===== src/rtl/jogo_pkg.sv =====
// jogo_pkg: shared definitions for the memory-game play detector.
//   - estado_t   : 4-bit FSM state codes (also exported on db_estado)
//   - defaults   : switch-bank width and debounce sample count
//   - is_one_hot : helper used to validate a stable press
package jogo_pkg;

  localparam int N_CHAVES_PADRAO        = 4;
  localparam int DEBOUNCE_CICLOS_PADRAO = 3;

  typedef enum logic [3:0] {
    ESPERA   = 4'd0,
    FILTRA   = 4'd1,
    REGISTRA = 4'd2,
    SOLTA    = 4'd3
  } estado_t;

  // Exactly one bit set; callers zero-extend their vector to 32 bits.
  function automatic logic is_one_hot(input logic [31:0] v);
    return (v != 32'd0) && ((v & (v - 32'd1)) == 32'd0);
  endfunction

endpackage


===== src/rtl/sincronizador_2ff.sv =====
// sincronizador_2ff: two-flop synchroniser for asynchronous inputs.
// Ports:
//   clock  in            system clock
//   reset  in            synchronous, active-high; clears both stages
//   d      in  [LARGURA] asynchronous input vector
//   q      out [LARGURA] input delayed by two clock edges
module sincronizador_2ff #(
  parameter int LARGURA = 1
) (
  input  logic               clock,
  input  logic               reset,
  input  logic [LARGURA-1:0] d,
  output logic [LARGURA-1:0] q
);

  logic [LARGURA-1:0] estagio1;

  always_ff @(posedge clock) begin
    if (reset) begin
      estagio1 <= '0;
      q        <= '0;
    end else begin
      estagio1 <= d;
      q        <= estagio1;
    end
  end

endmodule


===== src/rtl/detector_jogada.sv =====
// detector_jogada: conditions the raw switch bank of the memory game and
// turns one stable, one-hot press into a single-cycle strobe plus a held
// play value.
//
// state    | meaning
// ---------+-----------------------------------------------------------
// ESPERA   | idle; waits for habilita and a nonzero synchronised press
// FILTRA   | debounce: same nonzero sample DEBOUNCE_CICLOS times
// REGISTRA | one cycle; jogada_feita or jogada_invalida is high
// SOLTA    | waits for DEBOUNCE_CICLOS consecutive all-zero samples
//
// Ports:
//   clock           in   system clock
//   reset           in   synchronous, active-high, highest priority
//   habilita        in   play accepted only while in ESPERA
//   limpa           in   synchronous clear of jogada
//   chaves          in   [N_CHAVES] raw asynchronous switches
//   jogada          out  [N_CHAVES] last valid one-hot play
//   jogada_feita    out  1-cycle strobe, valid play registered
//   jogada_invalida out  1-cycle strobe, stable press was not one-hot
//   tem_jogada      out  synchronised switches nonzero
//   db_estado       out  [4] current state code
module detector_jogada
  import jogo_pkg::*;
#(
  parameter int N_CHAVES        = N_CHAVES_PADRAO,
  parameter int DEBOUNCE_CICLOS = DEBOUNCE_CICLOS_PADRAO
) (
  input  logic                clock,
  input  logic                reset,
  input  logic                habilita,
  input  logic                limpa,
  input  logic [N_CHAVES-1:0] chaves,
  output logic [N_CHAVES-1:0] jogada,
  output logic                jogada_feita,
  output logic                jogada_invalida,
  output logic                tem_jogada,
  output logic [3:0]          db_estado
);

  localparam logic [3:0] CONT_FIM = 4'(DEBOUNCE_CICLOS - 1);

  logic [N_CHAVES-1:0] chaves_s;
  logic [N_CHAVES-1:0] amostra;
  logic [3:0]          cont;
  estado_t             estado;

  sincronizador_2ff #(
    .LARGURA(N_CHAVES)
  ) u_sinc (
    .clock(clock),
    .reset(reset),
    .d    (chaves),
    .q    (chaves_s)
  );

  // chaves_s is a flop output, so no raw-input path reaches the outputs.
  assign tem_jogada = |chaves_s;
  assign db_estado  = estado;

  // The strobes are registered on the FILTRA->REGISTRA edge, so they are
  // high exactly while estado == REGISTRA (Moore timing, no decode glitch).
  always_ff @(posedge clock) begin
    if (reset) begin
      estado          <= ESPERA;
      amostra         <= '0;
      cont            <= '0;
      jogada          <= '0;
      jogada_feita    <= 1'b0;
      jogada_invalida <= 1'b0;
    end else begin
      jogada_feita    <= 1'b0;
      jogada_invalida <= 1'b0;

      // Placed before the case so a coincident valid-play write wins.
      if (limpa) jogada <= '0;

      case (estado)
        ESPERA: begin
          if (habilita && (chaves_s != '0)) begin
            estado  <= FILTRA;
            amostra <= chaves_s;
            cont    <= '0;
          end
        end

        FILTRA: begin
          if (chaves_s == '0) begin
            estado <= ESPERA;
          end else if (chaves_s != amostra) begin
            amostra <= chaves_s;
            cont    <= '0;
          end else if (cont == CONT_FIM) begin
            estado <= REGISTRA;
            if (is_one_hot(32'(amostra))) begin
              jogada       <= amostra;
              jogada_feita <= 1'b1;
            end else begin
              jogada_invalida <= 1'b1;
            end
          end else begin
            cont <= cont + 4'd1;
          end
        end

        REGISTRA: begin
          estado <= SOLTA;
          cont   <= '0;
        end

        SOLTA: begin
          if (chaves_s != '0) begin
            cont <= '0;
          end else if (cont == CONT_FIM) begin
            estado <= ESPERA;
          end else begin
            cont <= cont + 4'd1;
          end
        end

        default: estado <= ESPERA;
      endcase
    end
  end

endmodule


===== config.mk =====
export PLATFORM = sky130hd
export DESIGN_NAME = detector_jogada
export DESIGN_NICKNAME = d
export VERILOG_FILES = /design/src/rtl/jogo_pkg.sv /design/src/rtl/sincronizador_2ff.sv /design/src/rtl/detector_jogada.sv
export SDC_FILE = /design/constraint.sdc
export NUM_CORES = 1
export LEC_CHECK = 0
export CAP_MARGIN = 15
export CORE_UTILIZATION = 40
export CTS_BUF_LIST = sky130_fd_sc_hd__clkbuf_2
export CTS_CLUSTER_DIAMETER = 200
export DETAILED_ROUTE_END_ITERATION = 8
export PLACE_DENSITY = 0.65
export SETUP_SLACK_MARGIN = 0.02
export SYNTH_ARGS = -nofsm -noshare
export SYNTH_HDL_FRONTEND = slang
export SYNTH_SLANG_ARGS = --single-unit

===== constraint.sdc =====
create_clock -name clock -period 2.4 [get_ports clock]
set_input_delay 0.24 -clock clock [delete_from_list [all_inputs] [get_ports clock]]
set_output_delay 0.24 -clock clock [all_outputs]
set_load 0.02 [all_outputs]

After elaboration in Yosys (flattened, before gate mapping)
Cells that the tools add are included.
{"block": "op_classes", "addsub": 2, "eq_ne": 12, "reduce_logical": 14, "n_bitwise": 3, "mux": 25}
{"operator": "$mux 4", "n": 20}
{"operator": "$and 4x32->32", "n": 1}
{"operator": "$logic_not 32->1", "n": 1}
{"operator": "$pmux 4 s4", "n": 2}
{"operator": "$eq 4x2->1 const B", "n": 3}
{"operator": "$reduce_bool 4->1", "n": 3}
{"operator": "$ne 2x2->1 const B", "n": 5}
{"operator": "$logic_not 4->1", "n": 2}
{"operator": "$pmux 4 s2", "n": 1}
{"operator": "$ne 3x3->1 const B", "n": 2}
{"operator": "$reduce_and 5->1", "n": 1}
{"operator": "$reduce_or 5->1", "n": 1}
{"operator": "$sub 4x1->5 const B", "n": 1}
{"operator": "$add 4x1->4 const B", "n": 1}
{"operator": "$eq 4x1->1 const B", "n": 1}
{"operator": "$ne 4x4->1", "n": 1}
{"operator": "$reduce_and 4->1", "n": 1}
{"operator": "$reduce_or 4->1", "n": 1}
{"operator": "$reduce_and 3->1", "n": 1}
{"operator": "$logic_and 1x1->1", "n": 2}
{"operator": "$mux 1", "n": 2}
{"operator": "$not 1->1", "n": 2}
{"operator": "$reduce_bool 2->1", "n": 1}
{"block": "word_totals", "in_bits": 8, "output_inout_bits": 11, "register_bits": 26, "elab_cells": 64}

Longest topological paths before layout
Gate-level depths: netlist of run 1.
{"block": "logic_depth", "word_depth": 9, "ltp_mapped": 8, "mapped_depth_nobuf": 7}

Hierarchy
A second synthesis of run 1 with hierarchy kept.
{"block": "unflattened", "hier_cells": 112, "area_unflattened_um2": 1077.3}
{"module": "detector_jogada", "area_per_inst_um2": 867.1, "seq_area_each_um2": 320.3, "n_inst": 1, "cells_per_inst": 96}
{"module": "sincronizador_2ff", "area_per_inst_um2": 210.2, "seq_area_each_um2": 160.2, "n_inst": 1, "cells_per_inst": 16}

Worst setup path after synthesis of run 1
Ideal clock, no wire load.
{"block": "synth_path", "path_type": "register to register", "from": "reg cont[0]", "to": "reg jogada[2]", "path_slack_ns": 0.638, "stages_incl_launch_ff": 9, "synth_period_minus_slack_ns": 1.762, "t_required_ns": 2.262, "setup_ns": 0.138, "arrival_ns": 1.624, "n_path_buf": 1, "path_cell_list": "dfxtp_1 -> inv_1 -> ha_1 -> nor3b_2 -> nand2_1 -> or4_1 -> buf_2 -> o211ai_1 -> o41ai_1"}
{"block": "synth_between", "elab_chain_len": 5}
{"element": "start, declared", "line_no": "detector_jogada.sv:45", "source": "logic [3:0] cont;"}
{"element": "start signal, assigned", "line_no": "detector_jogada.sv:102", "source": "cont <= cont + 4'd1;"}
{"element": "start signal, assigned", "line_no": "detector_jogada.sv:117", "source": "cont <= cont + 4'd1;"}
{"element": "$eq 4x2->1", "line_no": "detector_jogada.sv:93", "source": "end else if (cont == CONT_FIM) begin"}
{"element": "$mux 4", "line_no": "detector_jogada.sv:93"}
{"element": "$mux 4", "line_no": "detector_jogada.sv:90", "source": "end else if (chaves_s != amostra) begin"}
{"element": "$mux 4", "line_no": "detector_jogada.sv:88", "source": "if (chaves_s == '0) begin"}
{"element": "$mux 4", "line_no": "detector_jogada.sv:78", "source": "case (estado)"}
{"element": "end signal, assigned", "line_no": "detector_jogada.sv:96", "source": "jogada <= amostra;"}
{"element": "end, declared", "line_no": "detector_jogada.sv:34", "source": "output logic [N_CHAVES-1:0] jogada,"}
Every way passes these cells.
A chain may end at the register's enable or synchronous reset.

Worst setup path in the final report of run 1
{"block": "layout_path", "from": "reg u_sinc.q[0]", "to": "out tem_jogada"}
{"block": "layout_between", "elab_chain_len": 1}
{"element": "start, declared", "line_no": "sincronizador_2ff.sv:13", "source": "output logic [LARGURA-1:0] q"}
{"element": "start signal, assigned", "line_no": "sincronizador_2ff.sv:24", "source": "q <= estagio1;"}
{"element": "$reduce_or 4->1", "line_no": "detector_jogada.sv:58", "source": "assign tem_jogada = |chaves_s;"}
{"element": "end, declared", "line_no": "detector_jogada.sv:37", "source": "output logic tem_jogada,"}
Every way passes these cells.

==> results of run 1 <==
==> synthesized netlist by cell type (all sizes together) <==
cell,instances
dfxtp,24
nor2b,10
inv,9
o21ai,8
nor2,7
xnor2,5
a21oi,4
mux2i,4
nor3,4
nor3b,4
o41ai,4
buf,3
clkbuf,3
nor4,3
a22o,2
a31oi,2
ha,2
nand2,2
o211ai,2
o21a,2
o32ai,2
a211oi,1
and3,1
and4,1
conb,1
nand2b,1
nand3,1
nand4,1
or3,1
or4,1
==> power groups by stage <==
stage	Combinational (mW)	Clock (mW)	Sequential, mW
2_1_floorplan	0.0573	0	0.424
3_3_place_gp	0.0830	0	0.424
3_5_place_dp	0.0841	0	0.425
4_1_cts	0.0843	0.161	0.417
5_1_grt	0.0919	0.180	0.419
6_report	0.0839	0.153	0.417
==> stage by stage <==
| stage | std cells | hold WS, ns |
|---|---|---|
| 2_1_floorplan | 116 | 0.344 |
| 5_1_grt | 161 | 0.384 |
| 3_3_place_gp | 157 | 0.418 |
| 4_1_cts | 161 | 0.406 |
| 3_5_place_dp | 157 | 0.429 |
| 6_report | 161 | 0.423 |
==> state kept, by name, summed over array words and instances (netlist names) <==
name / flops
jogada_feita: 1
u_sinc.q: 4
u_sinc.estagio1: 4
jogada_invalida: 1
cont: 4
db_estado: 2
amostra: 4
jogada: 4
==> worst paths after layout <==
| path | end | slack, ns | cells after the start |
|---|---|---|---|
| min | u_sinc.estagio1[2]$_SDFF_PP0_ | 0.42 | 2 |
| max | tem_jogada | 0.31 | 3 |
| max reg2reg | jogada[3]$_SDFF_PP0_ | 0.38 | 7 |
| min reg2reg | u_sinc.q[3]$_SDFF_PP0_ | 0.46 | 1 |
==> cells in the final DEF (no fill, tap or decap), types with 2 or more instances in the layout <==
| master | instances |
|---|---|
| clkbuf_2 | 3 |
| mux2i_1 | 4 |
| ha_1 | 2 |
| o211ai_1 | 2 |
| a22o_1 | 2 |
| o32ai_1 | 2 |
| nor4_1 | 2 |
| nand2_1 | 2 |
| a21oi_1 | 4 |
| dfxtp_1 | 24 |
| nor3b_1 | 3 |
| conb_1 | 2 |
| inv_1 | 9 |
| xnor2_1 | 5 |
| nor2b_1 | 10 |
| a31oi_1 | 2 |
| clkdlybuf4s50_1 | 16 |
| o41ai_1 | 4 |
| nor2_1 | 7 |
| o21ai_0 | 8 |
| o21a_1 | 2 |
| nor3_1 | 4 |
==> cell families (layout without fill, tap and decap cells) <==
group / Yosys count / after routing
xor gates and xnor gates: 5 / 5
DFF: 24 / 24
buffers and inverters: 15 / 30
other: 1 / 2
muxes: 4 / 4
and+or+nand+nor: 37 / 37
adders and majority gates: 2 / 2
AOI/OAI and AO/OA: 27 / 27
==> per-layer routing <==
layer  GRT usage [%]  vias to the layer above  routed length (um)
met5               0                        -                   0
met4            8.33                        0                  19
met3            2.82                        2                  52
met2            23.0                       13                 830
met1            18.5                      390                 949
li1                -                      437                   -
==> area by class of cell <==
type / instances / area (um^2)
Clock buffer: 3 / 15.0
Clock inverter: 1 / 3.75
Fill cell: 250 / 1230
Inverter: 9 / 33.8
Multi-Input combinational cell: 77 / 533
Sequential cell: 24 / 480
Tap cell: 30 / 37.5
Timing Repair Buffer: 17 / 168
==> critical path: stages (launching register included) <==
cell	delay [ns]
dfxtp_1	0.40
nor4_4	0.40
inv_1	0.15
clkdlybuf4s50_1	0.56
==> flow_summary.ini, run 1 <==
[setup_path]
path_max_fanout = 6
worstSetupPathType = flip-flop to output pin
critPathArrivalTime_ns = 1.85
end_kind = output pin
start_kind = flip-flop
required_ns = 2.16
crit_path_start = u_sinc.q[0]$_SDFF_PP0_
crit-reg2reg-launch = cont[0]$_SDFFE_PP0P_

[place]
io_buffers = 16
place_area_um2 = 1250
gp_congestion = 0.805
pre_cts_slack_ns = 0.403
dpl.hpwl_mm = 1.37

[timing]
min_period_ns = 2.09
max_slew_margin_pct = 50.4
finalClockSkew_ns = 0.0126
fin_ws_ns = 0.314
finalHoldViolCount = 0
drv_slew = 0
fin_crit_sh_pct = 86.9
rsz0062_at_grt = no
tightest_slew_ns = 0.740
setup_viol = 0
max_freq_mhz = 479
setup_tns_ns = 0

[layout]
drive_gt1_share_pct = 5.34
final_area_um2 = 1270
fin_util_pct = 50.9
n_antenna_cell = 0
area_growth_pct = 18.3
nets = 142

[synthesis]
yosys.area_share.adder_pct = 2.33
synth_compound_area_share_pct = 17.2
netlist_instances = 115
ys_types = 33
yosys.area.top_type_share_pct = 44.7
synthMuxAreaShare_pct = 3.73
ys_seq_area_share_pct = 44.7
synth_area_um2 = 1070
yosysWarnings = 0
yosys.area.top_type = dfxtp_1
synth_area_per_cell_um2 = 9.35
synthXorXnorAreaFrac_pct = 4.07
synth_top_family_by_area = simple AND/OR/NAND/NOR gates
synth.ff_latch_count = 24
ys_top_cells_by_area = dfxtp_1, nor2b_1, xnor2_1
synthSimpleGateAreaFrac_pct = 21.5

[floorplan]
die_x_um = 53.8
start_util_pct = 43.0
die_y_um = 53.8
rows = 18
die-area_um2 = 2900
core_um2 = 2500
pin_count = 19

[job]
cap_viol_max_count = 0

[power_and_ir_drop]
finalPower_uw = 654
intPower_uw = 484
power.share.clock_pct = 23.4
sequentialPowerShare_pct = 63.7
switchingPower_uw = 170
power_density_nw_per_um2 = 515
p_sw_share_pct = 26.0
comb_power_share_pct = 12.8
p_leak_nw = 0.452
peakVddDrop_v = 0.000336

[clock_tree]
cts_tree = yes
root_buffer = clkbuf_2
clock_path_buffers = 2
cts_resized = 0
clk_pin_slew_ns = 0.23
post_cts_buffers = 0
cts_made_buffers = 3
clock_sinks = 24
clock_latency_ns = 0.33
htreeDepth = 1
holdBufCountCts = 0

[grt]
grt_usage_pct = 14.6
antenna_found_initial = 0
grt_pass1_vias = 709
grt_overflow = 0
grt_max_degree = 25
grt_pass1_wl_mm = 3.04

[drt]
avgRoutedWirePerCell_um = 11.5
vias_per_cell = 5.23
num_vias = 842
antenna_left = 0
drtIter0Drc = 16
drc_errors = 0
wl_mm = 1.85
dr.pass1.iters = 4

[run_status]
status = finished clean

[worst_hold_path]
min_path_type = input port to flip-flop
min_from = chaves[2]
Note: power is estimated with default switching activity, not from simulation.
==> inputs of run 2 (changes only) <==
--- a/config.mk
+++ b/config.mk
@@ -15,3 +15,4 @@
 export SYNTH_ARGS = -nofsm -noshare
 export SYNTH_HDL_FRONTEND = slang
 export SYNTH_SLANG_ARGS = --single-unit
+export TNS_END_PERCENT = 30
==> results of run 2 <==
Same layout as run 1: the final DEF is identical, and so are final timing and power.
